===== src/rtl/uart_rx_cfg_if.sv =====
// UART receiver port bundle: serial input plus decoded word and status.
// master = receiver side, slave = consumer/line-driver side.
interface uart_rx_cfg_if #(
  parameter int DATA_BITS = 8
);
  logic                 rxd;
  logic [DATA_BITS-1:0] data;
  logic                 data_valid;
  logic                 parity_err;
  logic                 frame_err;
  logic                 break_det;
  logic                 rx_busy;
  logic                 rx_idle;
  logic                 rx_eop;

  modport master (
    input  rxd,
    output data, data_valid, parity_err,
    output frame_err, break_det,
    output rx_busy, rx_idle, rx_eop
  );

  modport slave (
    output rxd,
    input  data, data_valid, parity_err,
    input  frame_err, break_det,
    input  rx_busy, rx_idle, rx_eop
  );
endinterface


===== src/rtl/uart_rx_cfg.sv =====
// Configurable UART receiver: oversampled, majority-filtered, with
// parity/framing/break status and idle / end-of-packet detection.
module uart_rx_cfg #(
  parameter int CLK_FREQ   = 25000000,
  parameter int BAUD       = 115200,
  parameter int OVERSAMPLE = 16,
  parameter int DATA_BITS  = 8,
  parameter int PARITY     = 0,
  parameter int STOP_BITS  = 1,
  parameter int GAP_BITS   = 2
) (
  input  logic          clk,
  input  logic          rst_n,
  uart_rx_cfg_if.master bus
);
  localparam int BRATE = BAUD * OVERSAMPLE;
  localparam int DIV   = (CLK_FREQ + BRATE / 2) / BRATE;
  localparam int DW    = (DIV > 2) ? $clog2(DIV) : 1;
  localparam int OSW   = $clog2(OVERSAMPLE);
  localparam int GMAX  = GAP_BITS * OVERSAMPLE;
  localparam int GW    = $clog2(GMAX + 1);

  if (DIV < 2) begin : g_div_chk
    $error("uart_rx_cfg: clock divider must be >= 2");
  end

  typedef enum logic [2:0] {
    S_IDLE, S_START, S_DATA, S_PAR, S_STOP, S_BRK
  } state_e;

  state_e               state_q, state_d;
  logic [DW-1:0]        div_q;
  logic [1:0]           sync_q;
  logic [2:0]           win_q;
  logic [OSW-1:0]       os_q, os_d;
  logic [3:0]           bit_q, bit_d;
  logic [DATA_BITS-1:0] shr_q, shr_d;
  logic [DATA_BITS-1:0] data_q, data_d;
  logic                 par_q, par_d;
  logic                 stop1_q, stop1_d;
  logic                 ferr_q, ferr_d;
  logic                 dv_q, dv_d;
  logic                 pe_q, pe_d;
  logic                 fe_q, fe_d;
  logic                 brk_q, brk_d;
  logic [GW-1:0]        gap_q, gap_d;
  logic                 armed_q, armed_d;
  logic                 eop_q, eop_d;
  logic                 tick, rx_bit;
  logic                 mid_start, mid, all_zero;

  assign tick   = (div_q == '0);
  assign rx_bit = (win_q[0] & win_q[1]) |
                  (win_q[0] & win_q[2]) |
                  (win_q[1] & win_q[2]);

  assign mid_start = tick &&
    (os_q == OSW'(OVERSAMPLE / 2 - 1));
  assign mid = tick && (os_q == OSW'(OVERSAMPLE - 1));

  // break = every sampled bit of the frame, stop bits included, was 0
  assign all_zero = (shr_q == '0) &&
    ((PARITY == 0) || !par_q) &&
    !stop1_q && !rx_bit;

  always_comb begin
    state_d = state_q;
    os_d    = tick ? os_q + 1'b1 : os_q;
    bit_d   = bit_q;
    shr_d   = shr_q;
    par_d   = par_q;
    stop1_d = stop1_q;
    ferr_d  = ferr_q;
    data_d  = data_q;
    dv_d    = 1'b0;
    pe_d    = 1'b0;
    fe_d    = 1'b0;
    brk_d   = 1'b0;
    unique case (state_q)
      S_IDLE: begin
        if (tick && !rx_bit) state_d = S_START;
      end
      S_START: begin
        if (mid_start) state_d = rx_bit ? S_IDLE : S_DATA;
      end
      S_DATA: begin
        if (mid) begin
          shr_d = {rx_bit, shr_q[DATA_BITS-1:1]};
          if (bit_q == 4'(DATA_BITS - 1))
            state_d = (PARITY != 0) ? S_PAR : S_STOP;
          else
            bit_d = bit_q + 1'b1;
        end
      end
      S_PAR: begin
        if (mid) begin
          par_d   = rx_bit;
          state_d = S_STOP;
        end
      end
      S_STOP: begin
        if (mid) begin
          if (bit_q == 4'(STOP_BITS - 1)) begin
            if (all_zero) begin
              brk_d   = 1'b1;
              state_d = S_BRK;
            end else begin
              dv_d    = 1'b1;
              data_d  = shr_q;
              pe_d    = (PARITY != 0) &&
                (((^shr_q) ^ par_q) != (PARITY == 1));
              fe_d    = ferr_q | !rx_bit;
              state_d = S_IDLE;
            end
          end else begin
            bit_d   = bit_q + 1'b1;
            ferr_d  = ferr_q | !rx_bit;
            stop1_d = stop1_q | rx_bit;
          end
        end
      end
      S_BRK: begin
        if (tick && rx_bit) state_d = S_IDLE;
      end
      default: state_d = S_IDLE;
    endcase
    if (state_d != state_q) begin
      os_d  = '0;
      bit_d = '0;
    end
    if (state_q == S_IDLE && state_d == S_START) begin
      ferr_d  = 1'b0;
      stop1_d = 1'b0;
    end
  end

  always_comb begin
    gap_d = gap_q;
    if (state_q != S_IDLE || state_d != S_IDLE)
      gap_d = '0;
    else if (tick && gap_q != GW'(GMAX))
      gap_d = gap_q + 1'b1;
    eop_d   = armed_q && (gap_q != GW'(GMAX)) &&
              (gap_d == GW'(GMAX));
    armed_d = (armed_q | dv_q | brk_q) & ~eop_d;
  end

  always_ff @(posedge clk or negedge rst_n) begin
    if (!rst_n) begin
      div_q   <= '0;
      sync_q  <= 2'b11;
      win_q   <= 3'b111;
      state_q <= S_IDLE;
      os_q    <= '0;
      bit_q   <= '0;
      shr_q   <= '0;
      data_q  <= '0;
      par_q   <= 1'b0;
      stop1_q <= 1'b0;
      ferr_q  <= 1'b0;
      dv_q    <= 1'b0;
      pe_q    <= 1'b0;
      fe_q    <= 1'b0;
      brk_q   <= 1'b0;
      gap_q   <= '0;
      armed_q <= 1'b0;
      eop_q   <= 1'b0;
    end else begin
      div_q   <= tick ? DW'(DIV - 1) : div_q - 1'b1;
      sync_q  <= {sync_q[0], bus.rxd};
      if (tick) win_q <= {win_q[1:0], sync_q[1]};
      state_q <= state_d;
      os_q    <= os_d;
      bit_q   <= bit_d;
      shr_q   <= shr_d;
      data_q  <= data_d;
      par_q   <= par_d;
      stop1_q <= stop1_d;
      ferr_q  <= ferr_d;
      dv_q    <= dv_d;
      pe_q    <= pe_d;
      fe_q    <= fe_d;
      brk_q   <= brk_d;
      gap_q   <= gap_d;
      armed_q <= armed_d;
      eop_q   <= eop_d;
    end
  end

  assign bus.data       = data_q;
  assign bus.data_valid = dv_q;
  assign bus.parity_err = pe_q;
  assign bus.frame_err  = fe_q;
  assign bus.break_det  = brk_q;
  assign bus.rx_busy    = (state_q != S_IDLE);
  assign bus.rx_idle    = (gap_q == GW'(GMAX));
  assign bus.rx_eop     = eop_q;
endmodule


===== src/flat_wrapper.sv =====
// flat-port wrapper written by rule: the top's interface ports become plain ports
module uart_rx_cfg_flat 
#(
  parameter int CLK_FREQ   = 25000000,
  parameter int BAUD       = 115200,
  parameter int OVERSAMPLE = 16,
  parameter int DATA_BITS  = 8,
  parameter int PARITY     = 0,
  parameter int STOP_BITS  = 1,
  parameter int GAP_BITS   = 2
)
  (clk, rst_n, bus_rxd, bus_data, bus_data_valid, bus_parity_err, bus_frame_err, bus_break_det, bus_rx_busy, bus_rx_idle, bus_rx_eop);
  uart_rx_cfg_if #(.DATA_BITS(DATA_BITS)) bus_i ();
  input  logic clk;
  input  logic rst_n;
  input wire logic [$bits(bus_i.rxd)-1:0] bus_rxd;
  output wire logic [$bits(bus_i.data)-1:0] bus_data;
  output wire logic [$bits(bus_i.data_valid)-1:0] bus_data_valid;
  output wire logic [$bits(bus_i.parity_err)-1:0] bus_parity_err;
  output wire logic [$bits(bus_i.frame_err)-1:0] bus_frame_err;
  output wire logic [$bits(bus_i.break_det)-1:0] bus_break_det;
  output wire logic [$bits(bus_i.rx_busy)-1:0] bus_rx_busy;
  output wire logic [$bits(bus_i.rx_idle)-1:0] bus_rx_idle;
  output wire logic [$bits(bus_i.rx_eop)-1:0] bus_rx_eop;
  assign bus_i.rxd = bus_rxd;
  assign bus_data = bus_i.data;
  assign bus_data_valid = bus_i.data_valid;
  assign bus_parity_err = bus_i.parity_err;
  assign bus_frame_err = bus_i.frame_err;
  assign bus_break_det = bus_i.break_det;
  assign bus_rx_busy = bus_i.rx_busy;
  assign bus_rx_idle = bus_i.rx_idle;
  assign bus_rx_eop = bus_i.rx_eop;
  uart_rx_cfg #(.CLK_FREQ(CLK_FREQ), .BAUD(BAUD), .OVERSAMPLE(OVERSAMPLE), .DATA_BITS(DATA_BITS), .PARITY(PARITY), .STOP_BITS(STOP_BITS), .GAP_BITS(GAP_BITS)) u_core (.clk(clk), .rst_n(rst_n), .bus(bus_i));
endmodule

===== config.mk =====
export PLATFORM = sky130hd
export DESIGN_NAME = uart_rx_cfg_flat
export DESIGN_NICKNAME = d
export VERILOG_FILES = /design/src/rtl/uart_rx_cfg_if.sv /design/src/rtl/uart_rx_cfg.sv /design/src/flat_wrapper.sv
export SDC_FILE = /design/constraint.sdc
export NUM_CORES = 1
export LEC_CHECK = 0
export CAP_MARGIN = 10
export CORE_MARGIN = 2
export CORE_UTILIZATION = 30
export DETAILED_ROUTE_END_ITERATION = 7
export SYNTH_ARGS = -nofsm -noshare
export SYNTH_HDL_FRONTEND = slang
export SYNTH_SLANG_ARGS = --single-unit

===== constraint.sdc =====
create_clock -name clk -period 2.93 [get_ports clk]
set_input_delay 0.586 -clock clk [delete_from_list [all_inputs] [get_ports clk]]
set_output_delay 0.586 -clock clk [all_outputs]
set_load 0.1 [all_outputs]

Yosys cells after proc, flatten, opt, wreduce, memory -nomap -nowiden:

Cells that the tools add are included.

* add/subtract/negate cells: 4
* equality and inequality tests: 18
* multiplexer cells: 42
* bitwise operators: 12
* reduce and logical (&&, ||, !) cells: 27

Operators by type and width (number)
* two-way mux 4 bit: 8
* two-way mux 3 bit: 9
* two-way mux 1 bit: 20
* case mux 3 bit (6 select lines): 1
* == test 6 bit (second input constant): 2
* two-way mux 6 bit: 2
* logical AND 1 bit: 10
* nonzero test 3 bit: 3
* adder 4 x 1 -> 4 bit (second input constant): 2
* == test 4 x 3 -> 1 bit (second input constant): 2
* logical NOT 4 bit: 2
* logical NOT 8 bit: 1
* case mux 4 bit (2 select lines): 1
* adder 6 x 1 -> 6 bit (second input constant): 1
* == test 3 x 1 -> 1 bit (second input constant): 2
* == test 3 x 2 -> 1 bit (second input constant): 2
* == test 3 bit (second input constant): 2
* inequality test 3 x 1 -> 1 bit (second input constant): 2
* inequality test 3 bit (second input constant): 2
* inequality test 6 bit (second input constant): 1
* bitwise OR 1 bit: 6
* nonzero test 2 bit: 3
* AND reduction 5 bit: 1
* bitwise AND 1 bit: 4
* other kinds (12): 14

* register bits after elaboration: 49
* bits of input ports: 3
* output and inout port bits: 15
* logic and storage cells: 119

Depth between registers and ports, before layout:

Gate-level depths: netlist of the first run.

* depth in word-level cells: 16
* gate-level depth with buffers: 8
* depth with buffers taken out: 7

Worst setup path before layout of the first run:

No wires, ideal clock.

* kind: register to output
* start point: register u_core.gap_q[0]
* end point: output port bus_rx_idle
* arrival time: 1.570 ns
* data required time: 2.344 ns
* slack: 0.774 ns
* cell stages (with the launch flop): 6
* buffers on the path: 0
* path through: dfrtp_1 > inv_1 > ha_1 > nor4b_1 > nand2_1 > inv_1

* longest elaborated chain between the ends: 1

Ends and longest elaborated chain
* start, declared: line uart_rx_cfg.sv:46 `logic [GW-1:0] gap_q, gap_d;`
* start signal, assigned: line uart_rx_cfg.sv:184 `gap_q <= gap_d;`
* == test 6 bit: line uart_rx_cfg.sv:196 `assign bus.rx_idle = (gap_q == GW'(GMAX));`
* end, declared: line flat_wrapper.sv:23 `output wire logic [$bits(bus_i.rx_idle)-1:0] bus_rx_idle;`

Every way passes these cells.

Final worst setup path of the first run:

* start point: register u_core.div_q[2]
* end point: register u_core.os_q[3]

* longest elaborated chain between the ends: 6
* elaborated cells on any way between the ends: 15
* those cells by class: 1 x eq/ne; 8 x mux; 6 x reduce/logical

Ends and longest elaborated chain
* start, declared: line uart_rx_cfg.sv:32 `logic [DW-1:0] div_q;`
* start signal, assigned: line uart_rx_cfg.sv:169 `div_q <= tick ? DW'(DIV - 1) : div_q - 1'b1;`
* logical NOT 4 bit (*): line uart_rx_cfg.sv:52 `assign tick = (div_q == '0);`
* logical AND 1 bit (on tied branches)
* two-way mux 3 bit (tied with other cells): line uart_rx_cfg.sv:123 `if (tick && rx_bit) state_d = S_IDLE;`
* case mux 3 bit (6 select lines): line uart_rx_cfg.sv:79 `unique case (state_q)`
* inequality test 3 bit: line uart_rx_cfg.sv:127 `if (state_d != state_q) begin`
* two-way mux 4 bit or nonzero test 2 bit (tied branches)
* end signal, assigned: line uart_rx_cfg.sv:173 `os_q <= os_d;`
* end, declared: line uart_rx_cfg.sv:35 `logic [OSW-1:0] os_q, os_d;`

Every way passes the cells marked *; elsewhere a longest branch is shown, timed or not.
A chain may end at the register's enable or synchronous reset.

==> results of run 1 <==
## worst max-delay path by stage
stage | startpoint | endpoint | slack, ns | cells after the start
after floorplan | u_core.gap_q[0] | bus_rx_idle | 0.77 | 5
after global placement | u_core.div_q[2] | u_core.bit_q[0] | 0.47 | 5
after detailed placement | u_core.div_q[2] | u_core.os_q[2] | 0.42 | 5
after CTS | u_core.div_q[2] | u_core.os_q[2] | 0.40 | 5
after global routing | u_core.div_q[2] | u_core.os_q[2] | 0.18 | 5
final | u_core.div_q[2] | u_core.os_q[3] | 0.38 | 5
## kinds of logic after synthesis
family,after synthesis,share of synthesized area (%)
and+or+nand+nor,103,21.54
DFF,49,50.64
AOI/OAI and AO/OA,37,12.54
buffers and inverters,22,4.061
xor gates and xnor gates,12,4.319
muxes,8,3.702
adders and majority gates,6,3.033
other,1,0.1541
## per-layer routing
metal	part of all wire, %	routed length, microns
met4	1.9	85
met3	3.0	136
met1	52	2323
met5	0	0
met2	43	1928
## metrics by stage
| step | area [sq um] | worst slack (ns) |
|---|---|---|
| 5_1_grt | 2794 | 0.1756 |
| 2_1_floorplan | 2434 | 0.7736 |
| 3_3_place_gp | 2660 | 0.4736 |
| 6_report | 2794 | 0.3821 |
| 3_5_place_dp | 2660 | 0.4210 |
| 4_1_cts | 2794 | 0.3981 |
## cells in the mapped netlist (6+ instances only)
library cell	instances	share of area, %
a211oi_1	7	2.2
a21oi_1	6	1.2
dfrtp_1	44	45
inv_1	11	1.7
mux2_2	8	3.7
nand2_1	53	8.2
nand3_1	8	1.6
nor2_1	11	1.7
xnor2_1	7	2.5
## power groups by stage
stage	clock, W	sequential (W)	combinational [W]
floorplan	0	0.000698	0.0000151
CTS	0.000595	0.000685	0.0000340
global placement	0	0.000698	0.0000333
global route	0.000620	0.000686	0.0000371
detailed placement	0	0.000698	0.0000340
finish	0.000579	0.000685	0.0000323
## sequential cells by signal, summed over array words and instances, names as in the netlist
name	flops
u_core.win_q	3
u_core.stop1_q	1
u_core.bus.rx_eop	1
u_core.os_q	4
u_core.bus.data_valid	1
u_core.bus.break_det	1
u_core.armed_q	1
u_core.ferr_q	1
u_core.gap_q	6
u_core.div_q	4
u_core.shr_q	8
u_core.state_q	3
u_core.sync_q	2
u_core.bit_q	4
u_core.bus.data	8
u_core.bus.frame_err	1
## area by class of cell
cell class                      count  area, sq um  share of cell area, %
Clock buffer                        5        68.82                  2.463
Clock inverter                      3        65.06                  2.329
Inverter                           11        41.29                  1.478
Multi-Input combinational cell    167         1109                  39.68
Sequential cell                    49         1232                  44.11
Tap cell                          102        127.6                  4.568
Timing Repair Buffer               20        150.1                  5.374
## worst max-delay path: stages (launching register included)
cell and delay [ns]:
dfrtp_1 0.44, or4_4 0.63, nor4_4 0.54, and4bb_4 0.37
or3_1 0.32, a211oi_1 0.12
==> flow_metrics.py, run 1 <==
metrics = {
    "global_routing": {
        "grtUsageMet2_pct": 16.19,
        "grt_start_max_net_pins": 47,
        "antenna_found_initial": 0,
        "grt_first_pass_wirelength_mm": 7.665,
        "grt_overflow": 0,
        "grt_pass1_vias": 1581,
        "grt_busiest_layer": "met2",
        "grtUsageTotal_pct": 11.11,
        "gr-usage-met3_pct": 2.889,
        "grt_use_met1_pct": 15.78,
    },
    "place": {
        "port_buffers": 16,
        "routabilityCongestion": 0.7857,
        "place_hpwl_mm": 3.113,
        "place_inst": 349,
    },
    "yosys": {
        "avgSynthCellArea_sq_um": 10.23,
        "yosysSeqAreaShare_pct": 50.64,
        "synth_fp_nets": 246,
        "synthCells": 238,
        "synth_cell_types": 48,
        "synthFlopType": "dfrtp_1",
        "yosysWarnings": 0,
        "synthArstFlopShare_pct": 100.0,
        "syn_area_sq_um": 2434,
        "synth_edf_count": 0,
        "ys_ff_latch": 49,
    },
    "timing": {
        "fmax_mhz": 392.5,
        "worst_slew_pin_slew_ns": 1.017,
        "clock_skew_ns": 0.01297,
        "report.final.slew_viol_count": 0,
        "fin_crit_sh_pct": 86.96,
        "setup_viol": 0,
        "rsz0062_at_grt": "no",
        "fin_crit_ns": 2.548,
        "hold_ws_ns": 0.3599,
        "slew_headroom_pct": 32.21,
        "timing_hold_violations_final": 0,
        "fin_tns_setup_ns": 0,
    },
    "critical_path": {
        "cp-start-kind": "flop",
        "worstReg2RegStart": "u_core.div_q[2]",
        "r2r_end": "u_core.os_q[3]",
        "rrSetupSlack_ns": 0.38,
        "cp_max_fo": 11,
        "arrival_ns": 2.72,
        "cp_data_required_time_ns": 3.10,
        "cp-end-kind": "flop",
        "reg2reg_depth": 5,
        "worstSetupPathType": "reg2reg",
    },
    "route": {
        "vias_per_cell": 4.728,
        "drt_iter0_markers": 70,
        "firstDrtPassIters": 4,
        "wl_per_cell_microns": 12.53,
        "dr_total_vias": 1688,
        "routed_wl_mm": 4.474,
        "antenna_left": 0,
        "drc": 0,
    },
    "power_and_ir_drop": {
        "seqPwrFrac_pct": 52.9,
        "combPwrFrac_pct": 2.5,
        "total_leakage_power_nw": 1.244,
        "p_int_w": 0.001028,
        "finalPower_w": 0.001296,
        "swShare_pct": 20.64,
        "peakVddDrop_mv": 0.1771,
        "clkPwrFrac_pct": 44.7,
        "power.switching_w": 0.0002674,
        "power_density_nw_per_um2": 463.8,
    },
    "floorplan": {
        "die_y_microns": 94.07,
        "top_level_ports": 18,
        "core_region_area_sq_um": 7807,
        "core.rowCount": 32,
        "die_w_microns": 94.07,
        "initial_core_util_pct": 31.17,
        "die_area_sq_um": 8848,
    },
    "layout": {
        "final_cell_mix": "nand2_1, dfrtp_1, buf_4",
        "layoutNonFillerInstCount": 357,
        "drive_above_1_share_pct": 20.39,
        "fin_util_pct": 35.79,
        "final_common_cell": "nand2_1",
        "nets": 262,
        "fill_cells": 800,
        "area.growth.synth_to_final_pct": 14.81,
        "diodes": 0,
    },
    "clock_tree": {
        "ctsResizeCount": 0,
        "cts_made_buffers": 5,
        "clk_pin_slew_ns": 0.09,
        "cts_post_setup_buffers_inserted": 0,
        "cts-htree-levels": 2,
        "cts_root_buf": "clkbuf_8",
        "clockBufferDepth": 2,
        "cts_tree": "yes",
        "clock-sinks": 49,
        "insertion_delay_ns": 0.31,
        "ctsHoldBuffers": 0,
    },
    "min_path": {
        "holdPathStages": 0,
        "hold_start": "u_core.sync_q[0]",
        "holdPathEnd": "u_core.sync_q[1]",
        "hold_path.class": "reg2reg",
    },
    "outcome": {
        "run_status": "finished clean",
    },
    "run": {
        "cap_viol_max_count": 0,
    },
}
Power figures use the tool's default switching activity.
==> run 2: changes to the inputs <==
SLEW_MARGIN = 40   (was default)
==> flow_metrics.py, run 2 (synthesis gave the netlist of run 1 again) <==
metrics = {
    "critical_path": {
        "cp_max_fo": 11,
        "max_stage_delay_ns": 0.64,
        "path_cells": "or4_4, nor4_4, and4bb_4, or3_1, a211oi_1",
        "rrSetupSlack_ns": 0.36,
        "r2r_end": "u_core.os_q[3]",
        "arrival_ns": 2.74,
        "crit_end": "u_core.os_q[3]",
        "worstReg2RegStart": "u_core.div_q[2]",
        "cp_data_required_time_ns": 3.10,
        "startpoint": "u_core.div_q[2]",
        "cp-end-kind": "flop",
        "cp-start-kind": "flop",
        "worstSetupPathType": "reg2reg",
        "reg2reg_depth": 5,
        "slowest_stage": "or4_4",
    },
    "layout": {
        "final_cell_mix": "nand2_1, dfrtp_1, buf_4",
        "area.growth.synth_to_final_pct": 14.91,
        "fill_cells": 779,
        "diodes": 0,
        "fin_util_pct": 35.82,
        "final_common_cell": "nand2_1",
        "drive_above_1_share_pct": 20.39,
        "nets": 262,
    },
    "floorplan": {
        "initial_core_util_pct": 31.17,
        "top_level_ports": 18,
        "core.rowCount": 32,
        "die_y_microns": 94.07,
        "core_region_area_sq_um": 7807,
        "die_area_sq_um": 8848,
        "die_w_microns": 94.07,
    },
    "timing": {
        "setup_viol": 0,
        "report.final.slew_viol_count": 0,
        "clock_skew_ns": 0.005112,
        "rsz0062_at_grt": "no",
        "fmax_mhz": 389.3,
        "timing_hold_violations_final": 0,
        "fin_crit_ns": 2.568,
        "setup_ws_ns": 0.3616,
        "fin_tns_setup_ns": 0,
        "worst_slew_pin_slew_ns": 0.6678,
        "fin_crit_sh_pct": 87.66,
        "slew_headroom_pct": 55.38,
    },
    "outcome": {
        "run_status": "finished clean",
    },
    "run": {
        "cap_viol_max_count": 0,
    },
    "place": {
        "port_buffers": 16,
        "place_hpwl_mm": 3.095,
        "dp_slack_ns": 0.3959,
        "routabilityCongestion": 0.7857,
    },
    "global_routing": {
        "grt_first_pass_wirelength_mm": 7.389,
        "grt_pass1_vias": 1548,
        "grt_overflow": 0,
        "antenna_found_initial": 0,
        "grt_start_max_net_pins": 47,
        "grtUsageTotal_pct": 10.68,
    },
    "route": {
        "firstDrtPassIters": 4,
        "drt_iter0_markers": 68,
        "vias_per_cell": 4.709,
        "antenna_left": 0,
        "dr_total_vias": 1681,
        "routed_wl_mm": 4.475,
        "drc": 0,
        "wl_per_cell_microns": 12.54,
    },
    "power_and_ir_drop": {
        "finalPower_w": 0.001293,
        "power_density_nw_per_um2": 462.4,
        "total_leakage_power_nw": 1.245,
        "peakVddDrop_mv": 0.1781,
    },
    "clock_tree": {
        "cts-htree-levels": 2,
        "cts_made_buffers": 5,
        "ctsHoldBuffers": 0,
        "cts_post_setup_buffers_inserted": 0,
        "cts_tree": "yes",
        "clock-sinks": 49,
        "ctsResizeCount": 0,
        "clockBufferDepth": 2,
        "insertion_delay_ns": 0.30,
        "cts_root_buf": "clkbuf_8",
        "clk_pin_slew_ns": 0.09,
    },
    "min_path": {
        "hold_path.class": "in2async",
    },
}
## run 2: power by group
group	switching (W)	internal, W	total, W
logic	0.0000252	0.00000726	0.0000325
clock network	0.000236	0.000339	0.000576
registers	0.00000276	0.000682	0.000685
## run 2: routing by layer
layer  wire length, microns  GRT usage, %  vias up
met1                   2326         14.88      802
met4                     55         3.382        0
met5                      0             0        -
met3                    127         2.648        5
li1                       -             -      854
met2                   1965         16.25       20
## run 2: layout make-up
| type | count | area [sq um] | share of cell area (%) |
|---|---|---|---|
| well taps | 102 | 127.6 | 4.564 |
| multi-input cells | 167 | 1109 | 39.64 |
| clock inverters | 3 | 65.06 | 2.327 |
| inverters | 11 | 41.29 | 1.477 |
| flip-flops and latches | 49 | 1232 | 44.07 |
| clock buffers | 5 | 68.82 | 2.461 |
| repair buffers | 20 | 152.6 | 5.459 |
## run 2: metrics by stage
stage          hold slack, ns  cell area [sq um]  std cells
2_1_floorplan          0.2904               2434        238
3_3_place_gp           0.3465               2660        349
3_5_place_dp           0.3500               2663        349
4_1_cts                0.2976               2796        357
5_1_grt                0.3232               2796        357
6_report               0.2719               2796        357
## run 2: worst min-delay path by stage
stage	slack, ns	to	cells past startpoint	startpoint
floorplan	0.29	u_core.armed_q	0	rst_n
global placement	0.35	u_core.sync_q[1]	0	u_core.sync_q[0]
detailed placement	0.35	u_core.sync_q[1]	0	u_core.sync_q[0]
CTS	0.30	u_core.bus.data[7]	1	rst_n
global route	0.32	u_core.bus.data[6]	1	rst_n
finish	0.27	u_core.gap_q[2]	1	rst_n
## run 2: worst max-delay path: cells and delay by family, from the launching register on
family	cells	cell delay [ns]
and+or+nand+nor	4	1.87
DFF	1	0.45
AOI/OAI and AO/OA	1	0.12
